### src/rtl/fuzzy_pkg.sv
// Shared fixed-point types, widths and FSM encoding for the fuzzy controller output stage.
package fuzzy_pkg;
  typedef logic [15:0]        q1_15_t;
  typedef logic signed [7:0]  q7_0_t;

  localparam q1_15_t MU_ONE = 16'h7FFF;
  localparam int     NUM_W  = 26;
  localparam int     DEN_W  = 18;

  typedef enum logic [1:0] {IDLE, ACC, DIV, DONE} defuzz_state_t;

  // Strengths at or above 1.0 are pinned just below it.
  function automatic q1_15_t mu_sat(input q1_15_t m);
    return m[15] ? MU_ONE : m;
  endfunction
endpackage

### src/rtl/defuzzifier_seq_if.sv
// Input/output handshake bundle of defuzzifier_seq.
// DEFUZZ_DIAG_EN adds the sat_in / mu_sum diagnostic signals.
interface defuzzifier_seq_if;
  import fuzzy_pkg::*;

  logic   in_valid;
  logic   in_ready;
  q1_15_t mu_neg, mu_zero, mu_pos;
  q7_0_t  s_neg, s_zero, s_pos;
  logic   out_valid;
  logic   out_ready;
  q7_0_t  y;
  logic   no_rule;
`ifdef DEFUZZ_DIAG_EN
  logic             sat_in;
  logic [DEN_W-1:0] mu_sum;

  modport slave (input  in_valid, mu_neg, mu_zero, mu_pos, s_neg, s_zero, s_pos, out_ready,
                 output in_ready, out_valid, y, no_rule, sat_in, mu_sum);
  modport master(output in_valid, mu_neg, mu_zero, mu_pos, s_neg, s_zero, s_pos, out_ready,
                 input  in_ready, out_valid, y, no_rule, sat_in, mu_sum);
`else
  modport slave (input  in_valid, mu_neg, mu_zero, mu_pos, s_neg, s_zero, s_pos, out_ready,
                 output in_ready, out_valid, y, no_rule);
  modport master(output in_valid, mu_neg, mu_zero, mu_pos, s_neg, s_zero, s_pos, out_ready,
                 input  in_ready, out_valid, y, no_rule);
`endif
endinterface

### src/rtl/seq_divider_u.sv
// Restoring divider: one quotient bit per cycle, MSB first, Q_ITER-bit quotient of mag/den.
module seq_divider_u #(
  parameter int Q_ITER = 9,
  parameter int MAG_W  = 26,
  parameter int DEN_W  = 18
) (
  input  logic              clk,
  input  logic              rst_n,
  input  logic              start_i,
  input  logic [MAG_W-1:0]  mag_i,
  input  logic [DEN_W-1:0]  den_i,
  output logic              done_o,
  output logic [Q_ITER-1:0] quo_o
);
  localparam int CW = $clog2(Q_ITER + 1);

  logic [DEN_W-1:0]  rem_q, dsr_q;
  logic [Q_ITER-2:0] dvd_q;
  logic [Q_ITER-1:0] quo_q;
  logic [CW-1:0]     cnt_q;
  logic              done_q, ovf_q;

  logic [DEN_W-1:0]  rem_src, dsr_src;
  logic              bit_src, ge;
  logic [DEN_W:0]    trial, rem_nxt;

  // The start cycle already performs the first iteration, straight from mag_i.
  always_comb begin
    rem_src = start_i ? DEN_W'(mag_i[MAG_W-1:Q_ITER]) : rem_q;
    bit_src = start_i ? mag_i[Q_ITER-1] : dvd_q[Q_ITER-2];
    dsr_src = start_i ? den_i : dsr_q;
    trial   = {rem_src, bit_src};
    ge      = (trial >= {1'b0, dsr_src});
    rem_nxt = ge ? (trial - {1'b0, dsr_src}) : trial;
  end

  always_ff @(posedge clk or negedge rst_n) begin
    if (!rst_n) begin
      rem_q  <= '0;
      dsr_q  <= '0;
      dvd_q  <= '0;
      quo_q  <= '0;
      cnt_q  <= '0;
      done_q <= 1'b0;
      ovf_q  <= 1'b0;
    end else if (start_i) begin
      rem_q  <= DEN_W'(rem_nxt);
      dsr_q  <= den_i;
      dvd_q  <= mag_i[Q_ITER-2:0];
      quo_q  <= {{(Q_ITER-1){1'b0}}, ge};
      cnt_q  <= CW'(Q_ITER - 1);
      done_q <= 1'b0;
      ovf_q  <= (DEN_W'(mag_i[MAG_W-1:Q_ITER]) >= den_i);
    end else if (cnt_q != '0) begin
      rem_q  <= DEN_W'(rem_nxt);
      dvd_q  <= {dvd_q[Q_ITER-3:0], 1'b0};
      quo_q  <= {quo_q[Q_ITER-2:0], ge};
      cnt_q  <= cnt_q - 1'b1;
      done_q <= (cnt_q == CW'(1));
    end else begin
      done_q <= 1'b0;
    end
  end

  assign done_o = done_q;
  assign quo_o  = ovf_q ? '1 : quo_q;
endmodule

### src/rtl/defuzzifier_seq.sv
// Sequential centroid defuzzifier: y = round(sum(mu_i*s_i) / sum(mu_i)) with serial MAC and divider.
// Optional diagnostics (sat_in, mu_sum) are enabled by DEFUZZ_DIAG_EN.
module defuzzifier_seq
  import fuzzy_pkg::*;
#(
  parameter int N_TERMS   = 3,
  parameter int Q_ITER    = 9,
  parameter int DEFAULT_Y = 0
) (
  input  logic               clk,
  input  logic               rst_n,
  defuzzifier_seq_if.slave   bus
);
  defuzz_state_t           state_q;
  q1_15_t                  mu_q [N_TERMS];
  q7_0_t                   s_q  [N_TERMS];
  logic [1:0]              idx_q;
  logic signed [NUM_W-1:0] num_q;
  logic [DEN_W-1:0]        den_q;
  logic                    neg_q;
  logic                    in_ready_q, out_valid_q, no_rule_q;
  q7_0_t                   y_q;
`ifdef DEFUZZ_DIAG_EN
  logic                    sat_q;
  logic [DEN_W-1:0]        mu_sum_q;
`endif

  q1_15_t                  mu_sel;
  q7_0_t                   s_sel;
  logic signed [NUM_W-1:0] prod;
  logic [NUM_W-1:0]        abs_num, mag;
  logic                    div_start, div_done;
  logic [Q_ITER-1:0]       quo, quo_neg;
  q7_0_t                   y_div;

  always_comb begin
    mu_sel = '0;
    s_sel  = '0;
    case (idx_q)
      2'd0: begin mu_sel = mu_q[0]; s_sel = s_q[0]; end
      2'd1: begin mu_sel = mu_q[1]; s_sel = s_q[1]; end
      2'd2: begin mu_sel = mu_q[2]; s_sel = s_q[2]; end
      default: ;
    endcase
    prod    = NUM_W'($signed({1'b0, mu_sel})) * NUM_W'(s_sel);
    abs_num = num_q[NUM_W-1] ? NUM_W'(-num_q) : NUM_W'(num_q);
    mag     = abs_num + NUM_W'(den_q >> 1);
    quo_neg = '0 - quo;
    if (neg_q) y_div = (quo > Q_ITER'(128)) ? q7_0_t'(8'h80) : q7_0_t'(quo_neg[7:0]);
    else       y_div = (quo > Q_ITER'(127)) ? q7_0_t'(8'h7F) : q7_0_t'(quo[7:0]);
  end

  // ACC spends one extra cycle (idx == N_TERMS) so the den==0 decision sees the final sum.
  assign div_start = (state_q == ACC) && (idx_q == 2'(N_TERMS)) && (den_q != '0);

  seq_divider_u #(.Q_ITER(Q_ITER), .MAG_W(NUM_W), .DEN_W(DEN_W)) u_div (
    .clk     (clk),
    .rst_n   (rst_n),
    .start_i (div_start),
    .mag_i   (mag),
    .den_i   (den_q),
    .done_o  (div_done),
    .quo_o   (quo)
  );

  always_ff @(posedge clk or negedge rst_n) begin
    if (!rst_n) begin
      state_q     <= IDLE;
      for (int unsigned i = 0; i < N_TERMS; i++) begin
        mu_q[i] <= '0;
        s_q[i]  <= '0;
      end
      idx_q       <= '0;
      num_q       <= '0;
      den_q       <= '0;
      neg_q       <= 1'b0;
      in_ready_q  <= 1'b1;
      out_valid_q <= 1'b0;
      no_rule_q   <= 1'b0;
      y_q         <= '0;
`ifdef DEFUZZ_DIAG_EN
      sat_q       <= 1'b0;
      mu_sum_q    <= '0;
`endif
    end else begin
      case (state_q)
        IDLE: if (bus.in_valid) begin
          mu_q[0]    <= mu_sat(bus.mu_neg);
          mu_q[1]    <= mu_sat(bus.mu_zero);
          mu_q[2]    <= mu_sat(bus.mu_pos);
          s_q[0]     <= bus.s_neg;
          s_q[1]     <= bus.s_zero;
          s_q[2]     <= bus.s_pos;
          idx_q      <= '0;
          num_q      <= '0;
          den_q      <= '0;
          in_ready_q <= 1'b0;
`ifdef DEFUZZ_DIAG_EN
          sat_q      <= bus.mu_neg[15] | bus.mu_zero[15] | bus.mu_pos[15];
`endif
          state_q    <= ACC;
        end
        ACC: if (idx_q == 2'(N_TERMS)) begin
          if (den_q == '0) begin
            y_q         <= q7_0_t'(DEFAULT_Y);
            no_rule_q   <= 1'b1;
            out_valid_q <= 1'b1;
            state_q     <= DONE;
          end else begin
            neg_q       <= num_q[NUM_W-1];
            state_q     <= DIV;
          end
`ifdef DEFUZZ_DIAG_EN
          mu_sum_q      <= den_q;
`endif
        end else begin
          num_q <= num_q + prod;
          den_q <= den_q + DEN_W'(mu_sel);
          idx_q <= idx_q + 1'b1;
        end
        DIV: if (div_done) begin
          y_q         <= y_div;
          no_rule_q   <= 1'b0;
          out_valid_q <= 1'b1;
          state_q     <= DONE;
        end
        DONE: if (bus.out_ready) begin
          out_valid_q <= 1'b0;
          in_ready_q  <= 1'b1;
          state_q     <= IDLE;
        end
        default: state_q <= IDLE;
      endcase
    end
  end

  assign bus.in_ready  = in_ready_q;
  assign bus.out_valid = out_valid_q;
  assign bus.y         = y_q;
  assign bus.no_rule   = no_rule_q;
`ifdef DEFUZZ_DIAG_EN
  assign bus.sat_in    = sat_q;
  assign bus.mu_sum    = mu_sum_q;
`endif
endmodule

### src/flat_wrapper.sv
// flat-port wrapper written by rule: the top's interface ports become plain ports
module defuzzifier_seq_flat import fuzzy_pkg::*;
#(
  parameter int N_TERMS   = 3,
  parameter int Q_ITER    = 9,
  parameter int DEFAULT_Y = 0
)
  (clk, rst_n, bus_in_valid, bus_mu_neg, bus_mu_zero, bus_mu_pos, bus_s_neg, bus_s_zero, bus_s_pos, bus_out_ready, bus_in_ready, bus_out_valid, bus_y, bus_no_rule);
  defuzzifier_seq_if bus_i ();
  input  logic clk;
  input  logic rst_n;
  input wire logic [$bits(bus_i.in_valid)-1:0] bus_in_valid;
  input wire logic [$bits(bus_i.mu_neg)-1:0] bus_mu_neg;
  input wire logic [$bits(bus_i.mu_zero)-1:0] bus_mu_zero;
  input wire logic [$bits(bus_i.mu_pos)-1:0] bus_mu_pos;
  input wire logic [$bits(bus_i.s_neg)-1:0] bus_s_neg;
  input wire logic [$bits(bus_i.s_zero)-1:0] bus_s_zero;
  input wire logic [$bits(bus_i.s_pos)-1:0] bus_s_pos;
  input wire logic [$bits(bus_i.out_ready)-1:0] bus_out_ready;
  output wire logic [$bits(bus_i.in_ready)-1:0] bus_in_ready;
  output wire logic [$bits(bus_i.out_valid)-1:0] bus_out_valid;
  output wire logic [$bits(bus_i.y)-1:0] bus_y;
  output wire logic [$bits(bus_i.no_rule)-1:0] bus_no_rule;
  assign bus_i.in_valid = bus_in_valid;
  assign bus_i.mu_neg = bus_mu_neg;
  assign bus_i.mu_zero = bus_mu_zero;
  assign bus_i.mu_pos = bus_mu_pos;
  assign bus_i.s_neg = bus_s_neg;
  assign bus_i.s_zero = bus_s_zero;
  assign bus_i.s_pos = bus_s_pos;
  assign bus_i.out_ready = bus_out_ready;
  assign bus_in_ready = bus_i.in_ready;
  assign bus_out_valid = bus_i.out_valid;
  assign bus_y = bus_i.y;
  assign bus_no_rule = bus_i.no_rule;
  defuzzifier_seq #(.N_TERMS(N_TERMS), .Q_ITER(Q_ITER), .DEFAULT_Y(DEFAULT_Y)) u_core (.clk(clk), .rst_n(rst_n), .bus(bus_i));
endmodule
### config.mk
export PLATFORM = sky130hd
export DESIGN_NAME = defuzzifier_seq_flat
export DESIGN_NICKNAME = d
export VERILOG_FILES = /design/src/rtl/fuzzy_pkg.sv /design/src/rtl/defuzzifier_seq_if.sv /design/src/rtl/seq_divider_u.sv /design/src/rtl/defuzzifier_seq.sv /design/src/flat_wrapper.sv
export SDC_FILE = /design/constraint.sdc
export NUM_CORES = 1
export LEC_CHECK = 0
export CAP_MARGIN = 0
export CORE_UTILIZATION = 63
export CTS_BUF_LIST = sky130_fd_sc_hd__clkbuf_8
export CTS_CLUSTER_SIZE = 14
export DETAILED_ROUTE_END_ITERATION = 10
export PLACE_DENSITY = 0.82
export SLEW_MARGIN = 10
export SYNTH_ARGS = -nofsm -noshare
export SYNTH_HDL_FRONTEND = slang
export SYNTH_HIERARCHICAL = 1
export SYNTH_SLANG_ARGS = --single-unit
### constraint.sdc
create_clock -name clk -period 7.2 [get_ports clk]
set_input_delay 1.08 -clock clk [delete_from_list [all_inputs] [get_ports clk]]
set_output_delay 1.08 -clock clk [all_outputs]
set_load 0.02 [all_outputs]
==> results of run 1 <==
layout by cell type, fill, tap and decap left out, types with 30 or more instances in the layout:
master,n
nand2_1,222
dfrtp_1,187
nor2_1,170
inv_1,170
ha_1,151
o21ai_0,142
fa_1,103
a21oi_1,89
clkdlybuf4s50_1,85
xnor2_1,56
mux2_2,43
xor2_1,34
buf_4,33
nand2b_1,31
a21o_1,30
mux2i_1,30
cells by family after synthesis:
group,after synthesis,synth area share
compound gates,430,0.1672
flops,188,0.2826
xor+xnor,90,0.04733
mux,74,0.04778
fa+ha+maj,255,0.2380
buf+inv,248,0.05785
simple gates,583,0.1593
stage by stage:
step	utilization	worst slack (ns)	cells	hold WS, ns	instance area [µm²]
after floorplan	-	0.8469	1868	0.4460	16650
after global placement	0.6870	0.6126	2241	0.4596	17850
after detailed placement	0.6870	0.3031	2241	0.4690	17850
after CTS	0.7044	0.2964	2273	0.4978	18300
after global routing	0.7056	0.05790	2277	0.5123	18340
final	0.7056	0.3915	2277	0.4926	18340
sequential cells by signal, summed over array words and instances (netlist names):
signal,flops
u_core/mu_q,45
u_core/num_q,26
u_core/s_q,24
u_core/den_q,18
u_core/u_div/dsr_q,18
u_core/u_div/rem_q,18
u_core/u_div/quo_q,9
u_core/bus.y,8
u_core/u_div/dvd_q,8
u_core/u_div/cnt_q,4
u_core/idx_q,2
u_core/state_q,2
u_core/bus.in_ready,1
u_core/bus.no_rule,1
u_core/bus.out_valid,1
u_core/neg_q,1
u_core/u_div/done_o,1
u_core/u_div/ovf_q,1
final timing paths:
| check | from | end | slack [ns] | cells after the start |
|---|---|---|---|---|
| setup reg to reg | u_core/idx_q[1] | u_core/num_q[14] | 0.39 | 23 |
| min in group asynchronous | rst_n | u_core/u_div/rem_q[17] | 0.68 | 1 |
| hold / removal | u_core/mu_q[24] | u_core/mu_q[24] | 0.49 | 2 |
| setup / recovery | u_core/idx_q[1] | u_core/num_q[14] | 0.39 | 23 |
| max in group asynchronous | rst_n | u_core/mu_q[1] | 5.02 | 2 |
| hold reg to reg | u_core/mu_q[24] | u_core/mu_q[24] | 0.49 | 2 |
critical path, stage by stage (launching register included):
cell	delay (ns)
dfrtp_1	0.43
inv_1	0.10
ha_1	0.36
buf_4	0.25
a222oi_1	0.60
or2_2	0.27
nor2_1	0.06
fa_1	0.48
inv_1	0.05
fa_1	0.47
inv_1	0.06
fa_1	0.50
fa_1	0.55
inv_1	0.06
fa_1	0.49
inv_1	0.04
ha_1	0.32
o21ai_0	0.12
a21boi_0	0.35
o21ai_0	0.16
a21boi_0	0.40
o211a_1	0.24
o21ai_0	0.08
a32o_1	0.27
area by class of cell:
class | count | area, µm² | share of cell area
tap | 335 | 419.2 | 0.02286
multi-input combinational | 1432 | 11000 | 0.6002
sequential | 188 | 4706 | 0.2567
clock buffer | 17 | 234.0 | 0.01276
timing repair buffer | 119 | 1112 | 0.06067
clock inverter | 15 | 217.7 | 0.01187
inverter | 171 | 641.9 | 0.03501
routing by layer:
metal	vias to the layer above	routed length, µm	track usage
li1	6548	-	-
met1	6621	17630	0.4046
met2	478	19990	0.5277
met3	98	1926	0.04043
met4	0	1394	0.1205
met5	-	0	0
what timing repair did:
action / 4_1_cts / 5_1_grt
resized for setup: 0 / 1
hold endpoints to repair: 0 / 0
setup endpoints to repair: 0 / 7
buffers inserted: 0 / 4
==> results.tsv, run 1 <==
stage	metric	value	unit
outcome	status	completed	
cts	h-tree-depth	4	
setup_path	start_kind	flop	
yosys	synth_area_leaders	dfrtp_1 28%, fa_1 12%, ha_1 11%	
drt	vias	13750	
job	maxCapViolations	0	
global_routing	overflow	0	
sta	finalSetupViolCount	0	
finish	drive_above_1_share	0.08290	
yosys	synth.distinct_cells	81	
sta	fmax	146.9	MHz
yosys	synth.most_common_cell	nand2_1	
die	io_pins	87	
yosys	synth_edf_count	0	
cts	clk_pin_slew	0.12	ns
cts	cts_inserted_buffers	17	
sta	worst_slew_pin_slew	1.137	ns
drt	first_pass_iters	10	
sta	fin_crit	6.809	ns
drt	routed_wirelength	40940	µm
sta	max-slew-margin-rel	0.2418	
drt	wl_per_cell	17.98	µm
yosys	synth_top_area_cell	dfrtp_1	
yosys	seq_area_frac_synth	0.2826	
cts	cts_sinks	188	
sta	period_share	0.9456	
drt	drt_iter0_drc	1253	
yosys	synth_ff_type	dfrtp_1	
sta	finClkSkew	0.03230	ns
setup_path	arrival	7.20	ns
place	io_buffer_count	86	
setup_path	crit_fanout	13	
yosys	synth_top_area_frac	0.2810	
cts	clockBufferDepth	2	
global_routing	grt_pass1_vias	13350	
global_routing	track_usage	0.3111	
finish	fin_nets	2260	
cts	clk_latency	0.51	ns
global_routing	antenna_found_initial	0	
setup_path	worstSetupEndpointType	flop	
yosys	netlist_instances	1868	
yosys	synthArstFlopShare	1.000	
yosys	synthTopCellsByCount	223 x nand2_1, 187 x dfrtp_1, 172 x nor2_1	
yosys	synthesis.area	16650	µm²
global_routing	grt_max_degree	130	
die	die-area	27090	µm²
die	die_h	164.6	µm
sta	rsz0062_at_grt	false	
global_routing	grt_pass1_wl	66360	µm
yosys	synth_nets	2199	
cts	cts_hold_buf	0	
finish	area_growth	10.10	%
die	core	25980	µm²
worst_hold_path	hold_path.class	reg -> reg	
place	gp_congestion	0.9499	
die	die_w	164.6	µm
die	placementRows	59	
cts	root_buffer	clkbuf_8	
setup_path	required	7.59	ns
finish	antenna_cells	0	
cts	cts_tree	built	
drt	drc	0	
sta	drv_slew	0	
setup_path	crit_type	reg -> reg	
drt	antenna_left	0	
place	dp_hpwl	31650	µm
sta	tns	0	ns
sta	hold_viol	0	
yosys	avgSynthCellArea	8.915	µm²
yosys	ys_seq_elements	188	
yosys	yosysWarnings	6	
finish	n_fill_cell	1998	
die	start_util	0.6409	
drt	vias_per_cell	6.036	
Power of run 1 is left out: the tool's default activity adds up to more than one toggle a clock period on the data nets, which glitch-free logic cannot reach.
==> inputs of run 2 (changes only) <==
CORE_UTILIZATION = 50   (was 63)
MAX_ROUTING_LAYER = met4   (was unset)
PLACE_DENSITY = 0.68   (was 0.82)
==> run 2 against run 1 <==
Effect of this change: global-route usage down 5.1 points; die area increased by 26%; largest cell class unchanged; worst setup slack improved by 0.040 ns; sequential share of layout area down 0.16 points; maximum frequency increased by 0.60%; clock skew down 0.011 ns; wire length rose by 1.5%; critical path depth unchanged; via count decreased by 2.1%; worst hold slack got worse by 0.0011 ns; register-to-register slack gained 0.04 ns; non-clock buffer count rose by 5.
==> results.tsv, run 2 (synthesized netlist as in run 1, its figures left out) <==
stage	metric	value	unit	change
outcome	status	completed		
sta	finClkSkew	0.02113	ns	-0.01117 ns
sta	rsz0062_at_grt	false		
job	maxCapViolations	0		unchanged
setup_path	required	7.58	ns	about the same
sta	fin_crit	6.768	ns	-0.04029 ns
setup_path	arrival	7.14	ns	-0.06 ns
finish	n_fill_cell	2921		+46%
worst_hold_path	hp-start	u_core/mu_q[16]		
setup_path	cp_slowest_stage_delay	0.60	ns	about the same
worst_hold_path	timing.hold.worst_endpoint	u_core/mu_q[16]		
global_routing	track_usage	0.2601		-0.05105
setup_path	crit_fanout	18		+5
die	die_h	184.5	µm	+12%
place	dp_hpwl	32520	µm	+2.8%
finish	fin_nets	2265		+0.22%
sta	tns	0	ns	unchanged
finish	top_regs	u_core/mu_q x45, u_core/num_q x26, u_core/s_q x24		
setup_path	timing.rr.end	u_core/num_q[22]		
setup_path	crit_type	reg -> reg		
worst_hold_path	hold_depth	2		unchanged
sta	worst_slew_pin_slew	1.114	ns	-0.02280 ns
cts	cts_inserted_buffers	17		unchanged
drt	vias	13450		-2.1%
setup_path	r2r_cells	23		unchanged
finish	top_register	u_core/mu_q		
global_routing	overflow	0		unchanged
worst_hold_path	hold_path.class	reg -> reg		
setup_path	startpoint	u_core/idx_q[1]		
place	gp_congestion	0.9262		-2.5%
die	die_w	184.5	µm	+12%
cts	h-tree-depth	4		unchanged
global_routing	grt_pass1_wl	67520	µm	+1.7%
setup_path	crit_chain	inv_1, ha_1, buf_4, a222oi_1, or2_2, nor2_1, fa_1, inv_1, fa_1, inv_1, fa_1, fa_1, inv_1, fa_1, inv_1, ha_1, o21ai_0, a21boi_0, a21oi_1, a211oi_1, o21ai_0, o211ai_1, o311ai_0		
sta	max-slew-margin-rel	0.2543		+0.01245
finish	seqCellArea	4706	µm²	unchanged
drt	antenna_left	0		unchanged
global_routing	grt_max_degree	116		-11%
finish	multiInputGateArea	11010	µm²	about the same
die	core	32620	µm²	+26%
global_routing	grt_pass1_vias	13430		+0.58%
drt	routed_wirelength	41570	µm	+1.5%
drt	wl_per_cell	17.40	µm	-3.2%
drt	drc	0		unchanged
die	die-area	34040	µm²	+26%
sta	finalSetupViolCount	0		unchanged
global_routing	antenna_found_initial	0		unchanged
setup_path	regToRegSetupSlack	0.43	ns	+0.04 ns
die	placementRows	66		+12%
setup_path	worstSetupEndpointType	flop		
cts	clk_pin_slew	0.11	ns	about the same
drt	drt_iter0_drc	853		-32%
finish	largest_reg_flops	45		unchanged
cts	root_buffer	clkbuf_8		
setup_path	crit_path_top_delay_cell	a222oi_1		
drt	vias_per_cell	5.631		-6.7%
cts	cts_tree	built		
cts	cts_sinks	188		unchanged
place	io_buffer_count	86		unchanged
die	start_util	0.5105		-0.1303
finish	final_common_cell	nand2_1		
drt	first_pass_iters	8		-2
sta	period_share	0.9400		-0.005596
sta	hold_viol	0		unchanged
sta	drv_slew	0		unchanged
setup_path	r2r_start	u_core/idx_q[1]		
setup_path	start_kind	flop		
finish	antenna_cells	0		unchanged
cts	clk_latency	0.51	ns	about the same
cts	clockBufferDepth	2		unchanged
sta	fmax	147.7	MHz	+0.60%
finish	drive_above_1_share	0.08577		+0.002869
die	io_pins	87		unchanged
finish	area_growth	10.80	%	
finish	most-common-layout-cells	222 x nand2_1, 187 x dfrtp_1, 170 x nor2_1, 170 x inv_1, 150 x ha_1		
-- run 2: cell count changes in the layout (fill, tap and decap cells not counted), sizes merged --
| cell | change |
|---|---|
| bufinv | +1 |
| inv | -5 |
| buf | +5 |
| clkinv | +2 |
| clkbuf | +2 |
-- run 2: final cells by class --
type	count	area share
well taps	442	0.02997
clock inverters	13	0.007255
flip-flops and latches	188	0.2550
inverters	171	0.03478
clock buffers	19	0.01417
multi-input cells	1432	0.5965
repair buffers	124	0.06231
-- run 2: layer usage --
layer / share of wire / up-vias / track usage
li1: - / 6536 / -
met1: 0.46 / 6556 / 0.3323
met2: 0.48 / 304 / 0.4261
met3: 0.040 / 57 / 0.03379
met4: 0.025 / 0 / 0.08633
met5: 0 / - / -
-- run 2: stage by stage --
step                      hold WS [ns]    util  instances  setup WS [ns]  cell area (µm²)
after floorplan                 0.4460       -       1868         0.8469            16650
after global placement          0.4598  0.5530       2355         0.5068            18040
after detailed placement        0.4689  0.5530       2355         0.2748            18040
after CTS                       0.4916  0.5651       2387         0.2537            18430
after global routing            0.5078  0.5657       2389        0.02844            18450
final                           0.4915  0.5657       2389         0.4318            18450
-- run 2: worst max path at each step --
stage | cells past startpoint | end | slack, ns
after floorplan | 23 | u_core/num_q[14] | 0.85
after global placement | 21 | u_core/num_q[22] | 0.51
after detailed placement | 21 | u_core/num_q[22] | 0.27
after CTS | 21 | u_core/num_q[22] | 0.25
after global routing | 25 | u_core/u_div/rem_q[0] | 0.03
final | 23 | u_core/num_q[22] | 0.43
-- run 2: critical path, delay by kind of cell, from the launching register on --
family	cells	cell delay, ns
adder cells (fa/ha/maj)	7	3.15
AO/OA/AOI/OAI	8	2.20
buffers and inverters	6	0.53
flip-flops	1	0.41
AND/OR/NAND/NOR	2	0.34
-- run 2: repair_timing --
action	4_1_cts	5_1_grt
endpoints found under the hold margin	0	0
resized for setup	0	2
hold buffers	0	0
setup endpoints to repair	0	5
setup buffers	0	2
Power of run 2 is left out for the same reason.
==> inputs of run 3 (changes only) <==
CORE_UTILIZATION = 30   (was 50)
PLACE_DENSITY = 0.46   (was 0.68)
clock period = 6.25 ns   (was 7.2 ns; I/O delays follow)
==> run 3 against run 2 <==
Effect of this change: via count is 1.7% higher; final area is 8.4% higher; sequential cell count stayed put; worst hold slack worse by 0.066 ns; die area is 66% higher; clock skew is 0.0020 ns lower; worst setup slack worse by 0.19 ns; maximum frequency is 13% higher; utilization is 20 points lower; final cell count is 17% higher; critical endpoint is now u_core/num_q[24].
==> results.tsv, run 3 (synthesized netlist as in run 1, its figures left out) <==
stage	metric	value	unit	change
finish	fin_nets	2372		+4.7%
finish	n_fill_cell	5559		+90%
place	placed_area	19200	µm²	+6.5%
die	die_w	237.6	µm	+29%
drt	vias	13680		+1.7%
setup_path	crit_fanout	9		-9
sta	worst_slack	0.2381	ns	-0.1937 ns
cts	cts_tree	built		
die	die-area	56460	µm²	+66%
sta	finalSetupViolCount	0		unchanged
sta	tns	0	ns	unchanged
cts	cts_inserted_buffers	17		unchanged
finish	multiInputGateArea	11270	µm²	+2.4%
cts	clk_pin_slew	0.11	ns	about the same
cts	clk_latency	0.55	ns	+0.04 ns
setup_path	crit_type	reg -> reg		
finish	top_register	u_core/mu_q		
cts	h-tree-depth	4		unchanged
sta	period_share	0.9619		+0.02187
finish	antenna_cells	0		unchanged
drt	drc	0		unchanged
setup_path	required	6.67	ns	-0.91 ns
sta	drv_slew	0		unchanged
die	die_h	237.6	µm	+29%
global_routing	grt_pass1_vias	13930		+3.7%
sta	finClkSkew	0.01908	ns	-0.002048 ns
sta	fmax	166.3	MHz	+13%
global_routing	grt_max_degree	109		-6.0%
drt	antenna_left	0		unchanged
finish	drive_above_1_share	0.1504		+0.06467
job	maxCapViolations	0		unchanged
global_routing	overflow	0		unchanged
finish	top_regs	u_core/mu_q x45, u_core/num_q x26, u_core/s_q x24		
global_routing	grt_pass1_wl	74730	µm	+11%
finish	largest_reg_flops	45		unchanged
cts	clockBufferDepth	2		unchanged
finish	most-common-layout-cells	222 x nand2_1, 187 x dfrtp_1, 169 x nor2_1		
drt	routed_wirelength	46270	µm	+11%
finish	design_area	20010	µm²	+8.4%
finish	seqCellArea	4706	µm²	unchanged
die	placementRows	85		+29%
drt	first_pass_iters	5		-3
cts	root_buffer	clkbuf_8		
sta	max-slew-margin-rel	0.2658		+0.01158
finish	final_core_util	0.3682		-0.1975
place	dp_hpwl	36700	µm	+13%
place	gp_congestion	0.8609		-7.1%
die	start_util	0.3064		-0.2041
sta	hold_viol	0		unchanged
finish	final_common_cell	nand2_1		
place	place_ws	-0.0003717	ns	-0.2752 ns
sta	fin_crit	6.012	ns	-0.7563 ns
global_routing	track_usage	0.1722		-0.08788
outcome	status	completed		
drt	vias_per_cell	4.899		-13%
cts	cts_sinks	188		unchanged
setup_path	worstSetupEndpointType	flop		
global_routing	antenna_found_initial	1		+1
drt	wl_per_cell	16.57	µm	-4.8%
drt	drt_iter0_drc	742		-13%
place	io_buffer_count	86		unchanged
setup_path	start_kind	flop		
setup_path	arrival	6.43	ns	-0.71 ns
die	core	54350	µm²	+67%
worst_hold_path	hold_path.class	in -> async		
sta	worst_slew_pin_slew	1.073	ns	-0.04102 ns
finish	area_growth	20.16	%	
die	io_pins	87		unchanged
-- run 3: changes by cell type in the layout (fill, tap and decap cells not counted), moves of 5 or more --
cell	change
buf_4	+102
ha_4	+12
ha_1	-10
a211oi_1	-6
a211oi_2	+6
inv_8	+5
o21ai_0	-5
o21ai_1	+5
-- run 3: repair_timing --
item | CTS | global route
cloned | 0 | 0
setup endpoints to repair | 1 | 28
pin swaps | 0 | 23
resized for setup | 1 | 53
hold buffers | 0 | 0
setup buffers | 0 | 10
-- run 3: stage by stage --
stage	hold WS (ns)	std cells
floorplan	0.4460	1868
global placement	0.4630	2751
detailed placement	0.4703	2751
CTS	0.4665	2783
global route	0.4941	2793
finish	0.4251	2793
-- run 3: critical path: stages (launching register included) --
cell and delay (ns):
dfrtp_1 0.40, inv_2 0.07, ha_1 0.19, buf_4 0.17, buf_4 0.14, buf_4 0.15
a222oi_1 0.35, buf_4 0.22, buf_4 0.13, nor3_1 0.05, fa_1 0.49, fa_1 0.54
inv_1 0.06, fa_1 0.53, inv_1 0.06, fa_1 0.58, ha_4 0.22, ha_4 0.25
inv_1 0.10, o21bai_1 0.08, a21o_1 0.20, a21o_1 0.19, o31a_1 0.25, a211oi_2 0.23
xor2_1 0.15, o21ai_0 0.08
-- run 3: per-layer routing --
metal,up-vias,routed length (µm),share of wire,global-route usage
met1,6694,22750,0.49,0.2281
met3,40,1203,0.026,0.02346
met5,-,0,0,-
met4,0,830,0.018,0.04457
li1,6753,-,-,-
met2,197,21490,0.46,0.2762
-- run 3: cell type report --
class / count / area share
Sequential cell: 188 / 0.2352
Inverter: 171 / 0.03208
Clock buffer: 17 / 0.01169
Multi-Input combinational cell: 1432 / 0.5632
Timing Repair Buffer: 231 / 0.1003
Tap cell: 739 / 0.04621
Clock inverter: 15 / 0.01138
-- run 3: final timing paths --
path	cells past startpoint	endpoint	slack [ns]	startpoint
worst min-delay path	1	u_core/s_q[18]	0.43	rst_n
worst min register to register	2	u_core/mu_q[35]	0.49	u_core/mu_q[35]
worst max-delay path	25	u_core/num_q[24]	0.24	u_core/idx_q[1]
max in group asynchronous	2	u_core/mu_q[8]	4.63	rst_n
worst max register to register	25	u_core/num_q[24]	0.24	u_core/idx_q[1]
min in group clk	2	u_core/mu_q[35]	0.49	u_core/mu_q[35]
Power of run 3 is left out for the same reason.
==> variant, RTL diff (settings of run 3) <==
Re-encode `defuzz_state_t` (4 states) as one-hot, 4 bits wide.
--- a/src/rtl/fuzzy_pkg.sv
+++ b/src/rtl/fuzzy_pkg.sv
@@ -7,7 +7,7 @@
   localparam int     NUM_W  = 26;
   localparam int     DEN_W  = 18;
 
-  typedef enum logic [1:0] {IDLE, ACC, DIV, DONE} defuzz_state_t;
+  typedef enum logic [3:0] {IDLE = 4'b0001, ACC = 4'b0010, DIV = 4'b0100, DONE = 4'b1000} defuzz_state_t;
 
   // Strengths at or above 1.0 are pinned just below it.
   function automatic q1_15_t mu_sat(input q1_15_t m);
Check against the original RTL: same outputs for any inputs over 10 cycles, from zero or initial values and one cycle with rst_n low; not proved beyond that.
==> variant against run 3 <==
- setup slack worse by 0.031 ns
- wire length up 1.9%
- count of clock-buffer cells in the layout rose by 1
- critical path depth did not move
- sequential cell count up 2
- area after synthesis shrank 1.4%
- non-clock buffer count rose by 22
- final cell count decreased by 0.54%
- design area about the same
- highest routed layer unchanged
Power is not shown: default switching activity piles up to over one toggle a cycle in this logic, so the estimate is an artifact.
==> variant: results (changes against run 3) <==
[synth]
ys.flop_type = dfrtp_1
synthTopCellsByArea = dfrtp_1 29%, fa_1 13%, ha_1 11%
syn_nets = 2197  ; -0.091%
yosysSeqAreaShare = 0.290  ; +0.00724
synth.distinct_cells = 88  ; +8.6%
synth.cells.most_frequent = 330 x nand2_1, 188 x dfrtp_1, 169 x inv_1, 147 x ha_1, 136 x o21ai_0
async_reset_ff_frac = 1.00  ; unchanged
synth_edf_count = 0  ; unchanged
yosysWarnings = 6  ; unchanged

[placed_design]
gp_congestion = 0.856  ; -0.55%
post-dp-hpwl_microns = 37500  ; +2.1%
place_ws_ns = -0.265  ; -0.265 ns
port_buffers = 86  ; unchanged

[cells_and_area]
nets = 2395  ; +0.97%
layout-drive-gt1-share = 0.171  ; +0.0210
reg_top3 = u_core/mu_q: 45 flops, u_core/num_q: 26 flops, u_core/s_q: 24 flops
diodes = 0  ; unchanged

[timing]
worstMarginPinSlew_ns = 1.21  ; +0.141 ns
finClkSkew_ns = 0.0328  ; +0.0137 ns
min_period_over_period = 0.967  ; +0.00502

[clocking]
insertion_delay_ns = 0.54
root_buffer = clkbuf_8
h-tree-depth = 4  ; unchanged
cts_buffers = 17  ; unchanged
path_clk_slew_ns = 0.11  ; about the same
cts_hold_buf = 0  ; unchanged
ctsLongestPathBuffers = 2  ; unchanged

[critical_path]
r2r-start = u_core/idx_q[0]
cp.arrival_ns = 6.49  ; +0.06 ns
cp_max_fo = 6  ; -3
startpoint_type = flop
r2r_end = u_core/num_q[23]
path_class = reg -> reg
rrSetupSlack_ns = 0.21  ; -0.03 ns
worst_r2r_path_depth = 25  ; unchanged

[route]
drt_iter0_markers = 617  ; -17%
dr.pass1.iters = 8  ; +3
vias_per_cell = 4.92  ; +0.50%
wire_per_inst_microns = 17.0  ; +2.4%

[global_route]
grt_pass1_wl_microns = 76500  ; +2.3%
grtUsageTotal = 0.179  ; +0.00638
first_global_vias = 14100  ; +0.93%
grt_max_degree = 91  ; -17%
antenna_found_initial = 0  ; -1

[worst_hold_path]
hold_path_class = in -> async

[status]
status = finished clean

-- variant: cell count changes after synthesis, sizes merged, moves of 8 or more --
cell    change
nand2     +107
mux2       -27
o22ai      +10
a211oi      -8
nor2       -44
a21o       -14
-- variant: worst min path at each step --
stage / to / slack, ns / cells after the start
4_1_cts: u_core/s_q[20] / 0.47 / 1
5_1_grt: u_core/mu_q[40] / 0.50 / 1
3_3_place_gp: u_core/bus.y[7] / 0.46 / 2
6_report: u_core/mu_q[40] / 0.47 / 1
2_1_floorplan: u_core/mu_q[16] / 0.44 / 2
3_5_place_dp: u_core/mu_q[25] / 0.46 / 2
-- variant: what timing repair did --
item,CTS,global route
pin swaps,20,54
gates cloned,0,0
buffers inserted,7,17
setup endpoints to repair,6,25
gates resized for setup,20,79
-- variant: layout make-up --
| type | count | area (sq um) |
|---|---|---|
| inverters | 170 | 641 |
| clock buffers | 18 | 248 |
| well taps | 696 | 871 |
| clock inverters | 14 | 138 |
| multi-input cells | 1437 | 11200 |
| flip-flops and latches | 190 | 4760 |
| fillers | 5513 | 33900 |
| repair buffers | 253 | 2190 |
-- variant: stage by stage --
| stage | hold WS, ns | cells | cell area (sq um) |
|---|---|---|---|
| 3_3_place_gp | 0.456 | 2723 | 19100 |
| 3_5_place_dp | 0.461 | 2723 | 19100 |
| 6_report | 0.470 | 2778 | 20000 |
| 5_1_grt | 0.495 | 2778 | 20000 |
| 4_1_cts | 0.466 | 2762 | 19600 |
| 2_1_floorplan | 0.438 | 1871 | 16500 |
-- variant: logic make-up (layout without fill, tap and decap cells) --
kind of cell,count (synthesis),after routing,share of synthesized area
AND/OR/NAND/NOR,654,654,0.181
AO/OA/AOI/OAI,391,391,0.152
adder cells (fa/ha/maj),250,250,0.238
buffers and inverters,244,455,0.0590
flip-flops,190,190,0.290
XOR/XNOR,92,92,0.0491
multiplexers,50,50,0.0318
-- variant: per-layer routing --
metal / up-vias / global-route usage / share of wire
li1: 6748 / - / -
met1: 6714 / 0.234 / 0.48
met2: 186 / 0.295 / 0.48
met3: 31 / 0.0217 / 0.023
met4: 0 / 0.0358 / 0.012
met5: - / - / 0
-- variant: worst max-delay path: stages, from the launching register on --
cell and delay [ns]:
dfrtp_1 0.43, inv_2 0.09, ha_4 0.19, buf_4 0.15, a222oi_1 0.42, or2_4 0.21, nor2_1 0.06, fa_1 0.50
inv_1 0.05, fa_1 0.51, inv_2 0.04, fa_1 0.50, fa_1 0.51, inv_1 0.05, fa_1 0.49, inv_2 0.05
ha_4 0.30, nand3_4 0.07, o22ai_4 0.20, nor2b_4 0.08, o311a_4 0.39, o21ai_4 0.18, o41ai_4 0.10, buf_4 0.14
xor2_1 0.13, o21ai_1 0.15
